[src/rtl/tick_generator_pkg.sv]
// tick_generator_pkg
// Shared defaults for the stopwatch tick source and the divisor clamp helper.
// No ports; imported by tick_generator and tick_stage.
package tick_generator_pkg;

  localparam int DEF_DIV       = 1000000;
  localparam int DEF_STAGE_DIV = 10;
  localparam int DEF_STAGE_W   = 4;

  // A zero divisor would mean "tick never" with the >= comparator never
  // reaching a sensible period, so it is treated as divide-by-one.
  function automatic logic [31:0] clamp_div(input logic [31:0] div);
    return (div == 32'd0) ? 32'd1 : div;
  endfunction

endpackage

[src/rtl/tick_generator_if.sv]
// tick_generator_if
// Control and tick bundle of the tick source.
//   enable, clear, load, div_in      : control, driven by the master
//   base_tick, stage_tick, sq_out,
//   cur_count                        : tick outputs, driven by the slave
interface tick_generator_if #(
  parameter int WIDTH      = 20,
  parameter int NUM_STAGES = 3
);

  logic                  enable;
  logic                  clear;
  logic                  load;
  logic [WIDTH-1:0]      div_in;
  logic                  base_tick;
  logic [NUM_STAGES-1:0] stage_tick;
  logic                  sq_out;
  logic [WIDTH-1:0]      cur_count;

  modport master (
    output enable, clear, load, div_in,
    input  base_tick, stage_tick, sq_out, cur_count
  );

  modport slave (
    input  enable, clear, load, div_in,
    output base_tick, stage_tick, sq_out, cur_count
  );

endinterface

[src/rtl/tick_generator_tick_stage.sv]
// tick_stage
// One decimal-style stage of the cascade: counts carry_in pulses and wraps
// after STAGE_DIV of them.
//   clock, reset : rising-edge clock, synchronous active-high reset
//   clear        : synchronous restart of the count
//   carry_in     : advance request from the previous stage (or base wrap)
//   carry_out    : combinational, set when this stage wraps this cycle
//   tick         : registered carry_out, aligned with the base_tick it completes
module tick_stage
  import tick_generator_pkg::*;
#(
  parameter int STAGE_DIV = DEF_STAGE_DIV,
  parameter int STAGE_W   = DEF_STAGE_W
) (
  input  logic clock,
  input  logic reset,
  input  logic clear,
  input  logic carry_in,
  output logic carry_out,
  output logic tick
);

  localparam logic [STAGE_W-1:0] LAST = STAGE_W'(STAGE_DIV - 1);

  logic [STAGE_W-1:0] count;

  // >= keeps the stage self-recovering should count ever exceed LAST.
  assign carry_out = carry_in && (count >= LAST);

  always_ff @(posedge clock) begin
    if (reset) begin
      count <= '0;
      tick  <= 1'b0;
    end else if (clear) begin
      count <= '0;
      tick  <= 1'b0;
    end else begin
      tick <= carry_out;
      if (carry_in) begin
        count <= carry_out ? '0 : count + 1'b1;
      end
    end
  end

endmodule

[src/rtl/tick_generator.sv]
// tick_generator
// Programmable divider producing a single-cycle base tick, a cascade of
// NUM_STAGES stage ticks and a 50 % square wave.
//   clock, reset : rising-edge clock, synchronous active-high reset
//   bus (slave)  : enable, clear, load, div_in in;
//                  base_tick, stage_tick, sq_out, cur_count out
module tick_generator
  import tick_generator_pkg::*;
#(
  parameter int WIDTH       = 20,
  parameter int DEFAULT_DIV = DEF_DIV,
  parameter int NUM_STAGES  = 3,
  parameter int STAGE_DIV   = DEF_STAGE_DIV,
  parameter int STAGE_W     = DEF_STAGE_W
) (
  input logic            clock,
  input logic            reset,
  tick_generator_if.slave bus
);

  logic [WIDTH-1:0]      div_active;
  logic [WIDTH-1:0]      cnt;
  logic                  base_tick_q;
  logic                  sq_q;
  logic                  restart;
  logic                  advance;
  logic                  wrap;
  logic [NUM_STAGES:0]   carry;
  logic [NUM_STAGES-1:0] stage_tick_q;
  logic                  chain_unused;

  // clear and load both restart the counters and take priority over enable.
  assign restart  = bus.clear | bus.load;
  assign advance  = bus.enable & ~restart;

  // >= rather than == so an out-of-range cnt still wraps on the next cycle.
  assign wrap     = (cnt >= div_active - WIDTH'(1));
  assign carry[0] = advance & wrap;

  for (genvar g = 0; g < NUM_STAGES; g++) begin : g_stage
    tick_stage #(
      .STAGE_DIV (STAGE_DIV),
      .STAGE_W   (STAGE_W)
    ) u_stage (
      .clock     (clock),
      .reset     (reset),
      .clear     (restart),
      .carry_in  (carry[g]),
      .carry_out (carry[g+1]),
      .tick      (stage_tick_q[g])
    );
  end

  // The carry out of the last stage has no consumer.
  assign chain_unused = carry[NUM_STAGES];

  always_ff @(posedge clock) begin
    if (reset) begin
      div_active  <= WIDTH'(DEFAULT_DIV);
      cnt         <= '0;
      base_tick_q <= 1'b0;
      sq_q        <= 1'b0;
    end else if (restart) begin
      if (bus.load) begin
        div_active <= WIDTH'(clamp_div(32'(bus.div_in)));
      end
      cnt         <= '0;
      base_tick_q <= 1'b0;
      // load alone leaves the square wave phase untouched.
      if (bus.clear) begin
        sq_q <= 1'b0;
      end
    end else if (bus.enable) begin
      if (wrap) begin
        cnt         <= '0;
        base_tick_q <= 1'b1;
        sq_q        <= ~sq_q;
      end else begin
        cnt         <= cnt + 1'b1;
        base_tick_q <= 1'b0;
      end
    end else begin
      base_tick_q <= 1'b0;
    end
  end

  assign bus.base_tick  = base_tick_q;
  assign bus.stage_tick = stage_tick_q;
  assign bus.sq_out     = sq_q;
  assign bus.cur_count  = cnt;

endmodule

[src/flat_wrapper.sv]
// flat-port wrapper written by rule: the top's interface ports become plain ports
module tick_generator_flat import tick_generator_pkg::*;
#(
  parameter int WIDTH       = 20,
  parameter int DEFAULT_DIV = DEF_DIV,
  parameter int NUM_STAGES  = 3,
  parameter int STAGE_DIV   = DEF_STAGE_DIV,
  parameter int STAGE_W     = DEF_STAGE_W
)
  (clock, reset, bus_enable, bus_clear, bus_load, bus_div_in, bus_base_tick, bus_stage_tick, bus_sq_out, bus_cur_count);
  tick_generator_if #(.WIDTH(WIDTH), .NUM_STAGES(NUM_STAGES)) bus_i ();
  input logic clock;
  input logic reset;
  input wire logic [$bits(bus_i.enable)-1:0] bus_enable;
  input wire logic [$bits(bus_i.clear)-1:0] bus_clear;
  input wire logic [$bits(bus_i.load)-1:0] bus_load;
  input wire logic [$bits(bus_i.div_in)-1:0] bus_div_in;
  output wire logic [$bits(bus_i.base_tick)-1:0] bus_base_tick;
  output wire logic [$bits(bus_i.stage_tick)-1:0] bus_stage_tick;
  output wire logic [$bits(bus_i.sq_out)-1:0] bus_sq_out;
  output wire logic [$bits(bus_i.cur_count)-1:0] bus_cur_count;
  assign bus_i.enable = bus_enable;
  assign bus_i.clear = bus_clear;
  assign bus_i.load = bus_load;
  assign bus_i.div_in = bus_div_in;
  assign bus_base_tick = bus_i.base_tick;
  assign bus_stage_tick = bus_i.stage_tick;
  assign bus_sq_out = bus_i.sq_out;
  assign bus_cur_count = bus_i.cur_count;
  tick_generator #(.WIDTH(WIDTH), .DEFAULT_DIV(DEFAULT_DIV), .NUM_STAGES(NUM_STAGES), .STAGE_DIV(STAGE_DIV), .STAGE_W(STAGE_W)) u_core (.clock(clock), .reset(reset), .bus(bus_i));
endmodule
[config.mk]
export PLATFORM = sky130hd
export DESIGN_NAME = tick_generator_flat
export DESIGN_NICKNAME = d
export VERILOG_FILES = /design/src/rtl/tick_generator_pkg.sv /design/src/rtl/tick_generator_if.sv /design/src/rtl/tick_generator_tick_stage.sv /design/src/rtl/tick_generator.sv /design/src/flat_wrapper.sv
export SDC_FILE = /design/constraint.sdc
export NUM_CORES = 1
export LEC_CHECK = 0
export CAP_MARGIN = 20
export CORE_MARGIN = 3
export CORE_UTILIZATION = 30
export CTS_CLUSTER_SIZE = 30
export DETAILED_ROUTE_END_ITERATION = 10
export HOLD_SLACK_MARGIN = 0.15
export PLACE_DENSITY_LB_ADDON = 0.3
export SYNTH_ARGS = -nofsm -noshare
export SYNTH_HDL_FRONTEND = slang
export SYNTH_SLANG_ARGS = --single-unit
[constraint.sdc]
create_clock -name clock -period 10.8 [get_ports clock]
set_input_delay 2.16 -clock clock [delete_from_list [all_inputs] [get_ports clock]]
set_output_delay 2.16 -clock clock [all_outputs]
set_load 0.05 [all_outputs]
# --- Yosys cells after proc, flatten, opt, wreduce, memory -nomap -nowiden ---
# Index checks and enable logic that the tools add are counted.
totals:
  register_bits: 57
  input_bits: 25
  word_cells: 46
op_classes:
  add_sub_neg: 5
  n_lt_le_gt_ge: 4
  n_eq_ne: 1
  muxes: 10
  bitwise_logic: 6
  n_reduce_logical: 10
op_table:
  columns: ["cell", "n"]
  rows:
  - ["$mux W20", 2]
  - ["$add A20 B1 Y20 const B", 1]
  - ["$ge A20 B20 Y1", 1]
  - ["$logic_not A20 Y1", 1]
  - ["$sub A20 B1 Y20 const B", 1]
  - ["$add A4 B1 Y4 const B", 3]
  - ["$ge A4 B4 Y1 const B", 3]
  - ["$mux W4", 3]
  - ["$mux W1", 5]
  - ["$reduce_bool A2 Y1", 2]
  - ["$logic_and A1 B1 Y1", 3]
  - ["$not A1 Y1", 3]
  - ["$reduce_and A3 Y1", 1]
  - ["$reduce_or A3 Y1", 1]
  - ["$and A1 B1 Y1", 2]
  - ["$ne A2 B2 Y1 const B", 1]
  - ["$reduce_and A2 Y1", 1]
  - ["$reduce_or A2 Y1", 1]
  - ["$or A1 B1 Y1", 1]

# --- Depth between registers and ports, before layout ---
depth:
  depth_word: 8
  ltp_mapped: 14
  mapped_depth_nobuf: 13

# --- Cells and area by module ---
# Synthesis repeated with hierarchy kept, for this count alone.
unflattened:
  hier_cells: 375
  hier_area_um2: 3423.3
modules_own_cells:
  columns: ["mod", "instances", "cells_per_inst", "area_each_um2", "seq_area_each_um2"]
  rows:
  - ["tick_generator", 1, 297, 2612.5, 840.8]
  - ["tick_stage", 3, 26, 270.3, 100.1]

# --- Worst setup path before layout ---
# Ideal clock, no wire load.
synth_timing:
  path_kind: "input port to flip-flop"
  startpoint: "in bus_enable"
  endpoint: "reg u_core.g_stage[1].u_stage.count[1]"
  arrival_ns: 3.348
  t_required_ns: 10.713
  path_slack_ns: 7.365
  cell_stages: 5
  n_path_buf: 0
  path_cell_list: "inv_1 nor3_1 nand2_1 or4_1 o31ai_1"
synth_between:
  elab_chain_len: 5
synth_rtl:
  columns: ["item", "line", "text"]
  rows:
  - ["start: declaration", "flat_wrapper.sv:14", "input wire logic [$bits(bus_i.enable)-1:0] bus_enable;"]
  - ["$and A1 B1 Y1 *", "tick_generator.sv:34", "assign advance = bus.enable & ~restart;"]
  - ["$and A1 B1 Y1 *", "tick_generator.sv:38", "assign carry[0] = advance & wrap;"]
  - ["$logic_and A1 B1 Y1 *", "tick_generator_tick_stage.sv:28", "assign carry_out = carry_in && (count >= LAST);"]
  - ["$logic_and A1 B1 Y1", "tick_generator_tick_stage.sv:28", null]
  - ["$mux W4", "tick_generator_tick_stage.sv:40", "count <= carry_out ? '0 : count + 1'b1;"]
  - ["end signal: assignment", "tick_generator_tick_stage.sv:40", null]
  - ["end: declaration", "tick_generator_tick_stage.sv:25", "logic [STAGE_W-1:0] count;"]
# Every way passes the cells marked *; elsewhere a longest branch is shown, timed or not.
# A chain may end at the register's enable or synchronous reset.

# --- Worst setup path in the final report ---
# Same ends and word-level chain as after synthesis.

==> run metrics <==
CTS H-Tree Depth 3; IO Port Bufs 49; CTS tree yes; routed via count 2684; setup violators final 0; fin nets 477; critical path buffer and inverter count 2; setup repair after global routing missed its margin false; internal power 0.000407 W; design area 4190 um2; Slew Limit Headroom 43.1%; status finished, final reports clean; mean post-synth cell area 8.97 um2; DRC viols 0; DR WL/cell 12.9 um; largest net degree at the start of global routing 33; IO Count 50; syn nets 426; # rows 37; synthesized area 3320 um2; final hold vios 0; CTS Buf Count 9; Setup CP Type in -> reg; Clock Pin Slew Worst Setup and Hold Paths 0.06 ns; synth unique cells 53; CTS max path bufs 2; DRT iter0 DRCs 78; Worst Path Max Fanout 7; Die X 111 um; vias per cell 4.78; Final Hold Slack 0.497 ns; Vert. Die Dim 111 um; Async SR Flop Fraction 0%; clock sinks 57; net switching power 0.000118 W; Post-Place Cells 546; Pre-Repair DR Iteration Count 4; core area 10600 um2; largest stage delay on the critical path 0.60 ns; initial antenna violation count 0; # Post-CTS Setup Buffers 0; Min-Delay Path Class reg -> reg; drt total wl 7270 um; crit end category flip-flop; Post-synth EDFFs 0; Post-DP HPWL 5640 um; total number of yosys warnings 0; Reg power frac 42.1%; min cycle time layout 3.99 ns; Max-Cap Viols 0; CTS resizes 0; Final Max Slew Viols 0; VDD IR max 0.0000507 V; die footprint 12400 um2; pwr dens 125 nW/um2; Worst Path Arrival 4.24 ns; clk root buf clkbuf_8; hold bufs inserted after CTS 0; post-route insts no fill 562; Placed Instance Area 3930 um2; critical path's top delay family simple AND/OR/NAND/NOR gates; slowest stage cell, crit path clkdlybuf4s50_1; final cycle utilization of the critical path 37.0%; Ant. Diodes 0; Synth Flop Type dfxtp_1; sequential fraction of the synthesis area 34.4%; global-route wire length before repair 12700 um; setup tns final 0 ns; Post-Synthesis Cells 370; most frequent cells in the layout dfxtp_1 (57), nor2_1 (55), clkdlybuf4s50_1 (49); combinational power share 9.4%; gpl congestion 0.811; Initial Util 31.4%; Post-Route Skew 0.0114 ns; commonest non-fill, non-tap cell in the layout dfxtp_1; Detail Route Antenna Nets 0; worst path required time 11.04 ns; clock share of power 48.5%; Total GRT Usage 12.3%; remaining global-route overflow 0; fmax 0.250 GHz; Leak 1.61 nW; Switching Share 22.4%; Layout area overhead 26.2%; sequence of cells on the critical path clkdlybuf4s50_1 -> inv_1 -> nor3_1 -> nand2_1 -> or4_1 -> o31ai_1; layout cells sized above 1 6.10%; FF+latch count, synth 57; vias in the first global route 2620; Critical Path Start Type input port; Clk Latency, worst-skew pair 0.34 ns; Worst Tran Pin Value 0.850 ns
## worst reg2reg max path, delay by kind of cell (launching register included)
| kind | cells | cell delay (ns) |
|---|---|---|
| fa+ha+maj | 1 | 0.26 |
| xor+xnor | 1 | 0.16 |
| flops | 1 | 0.38 |
| compound gates | 2 | 0.95 |
| simple gates | 8 | 1.91 |
## through the flow
step	utilization [%]	power, W	worst slack [ns]
2_1_floorplan	-	0.000257	7.36
3_3_place_gp	37.3	0.000274	6.54
3_5_place_dp	37.3	0.000276	6.50
4_1_cts	39.7	0.000531	6.83
5_1_grt	39.7	0.000548	6.58
6_report	39.7	0.000525	6.81
## synthesized netlist by cell type (2+ instances only)
| library cell | instances | share of area [%] |
|---|---|---|
| a21oi_1 | 4 | 0.60 |
| nor2b_1 | 8 | 1.5 |
| clkbuf_1 | 4 | 0.45 |
| a31oi_1 | 2 | 0.38 |
| nor4_1 | 9 | 1.7 |
| inv_1 | 13 | 1.5 |
| a21o_1 | 3 | 0.68 |
| nor2_1 | 55 | 6.2 |
| buf_4 | 3 | 0.68 |
| a211o_1 | 7 | 1.8 |
| or4_1 | 3 | 0.68 |
| o31ai_1 | 2 | 0.45 |
| mux2i_1 | 18 | 5.4 |
| and4_1 | 2 | 0.53 |
| a2111oi_4 | 2 | 1.7 |
| nand2_1 | 28 | 3.2 |
| nand3_1 | 12 | 1.8 |
| or3_1 | 6 | 1.1 |
| nand4_1 | 7 | 1.3 |
| xor2_1 | 13 | 3.4 |
| and2_1 | 4 | 0.75 |
| buf_1 | 3 | 0.34 |
| nor3_1 | 16 | 2.4 |
| dfxtp_1 | 57 | 34 |
| ha_1 | 31 | 12 |
| xnor2_1 | 24 | 6.3 |
| nand4b_1 | 2 | 0.53 |
| o2bb2ai_1 | 2 | 0.53 |
| and3_1 | 5 | 0.94 |
| o21a_1 | 2 | 0.45 |
## final timing paths
path | slack (ns) | from | cells after the start | to
max | 6.81 | bus_enable | 6 | u_core.g_stage[1].u_stage.count[1]
max reg2reg | 7.04 | u_core.div_active[2] | 12 | u_core.g_stage[1].u_stage.count[2]
min | 0.50 | u_core.g_stage[0].u_stage.count[1] | 2 | u_core.g_stage[0].u_stage.count[1]
min reg2reg | 0.50 | u_core.g_stage[0].u_stage.count[1] | 2 | u_core.g_stage[0].u_stage.count[1]
## cells by family after synthesis
family	share of synthesized area [%]
and+or+nand+nor	24.7
DFF	34.4
AOI/OAI and AO/OA	10.8
xor gates and xnor gates	9.77
adders and majority gates	11.7
buffers and inverters	3.28
muxes	5.43
## power groups by stage
stage | Combinational, W | Sequential, W | Clock (W)
2_1_floorplan | 0.0000320 | 0.000225 | 0
3_3_place_gp | 0.0000482 | 0.000226 | 0
3_5_place_dp | 0.0000497 | 0.000226 | 0
4_1_cts | 0.0000500 | 0.000221 | 0.000260
5_1_grt | 0.0000561 | 0.000222 | 0.000270
6_report | 0.0000493 | 0.000221 | 0.000254
## sequential cells by signal, indices dropped and copies added, names as in the netlist
register and flops:
u_core.bus.cur_count 20, u_core.div_active 20, u_core.g_stage.u_stage.tick 3, u_core.bus.base_tick 1, u_core.g_stage.u_stage.count 12, u_core.bus.sq_out 1
## area by class of cell
type,instances,area [um2]
inverter,13,48.8
multi-input combinational,289,2070
tap,136,170
timing repair buffer,51,505
sequential,57,1140
clock inverter,4,98.8
clock buffer,12,155
fill,1054,6370
## layer usage
metal | vias to the layer above | part of all wire (%) | track usage (%)
li1 | 1420 | - | -
met1 | 1212 | 53 | 17.4
met2 | 44 | 42 | 17.9
met3 | 8 | 3.6 | 3.22
met4 | 0 | 1.5 | 4.87
met5 | - | 0 | 0
Note: power is estimated with default switching activity, not from simulation.
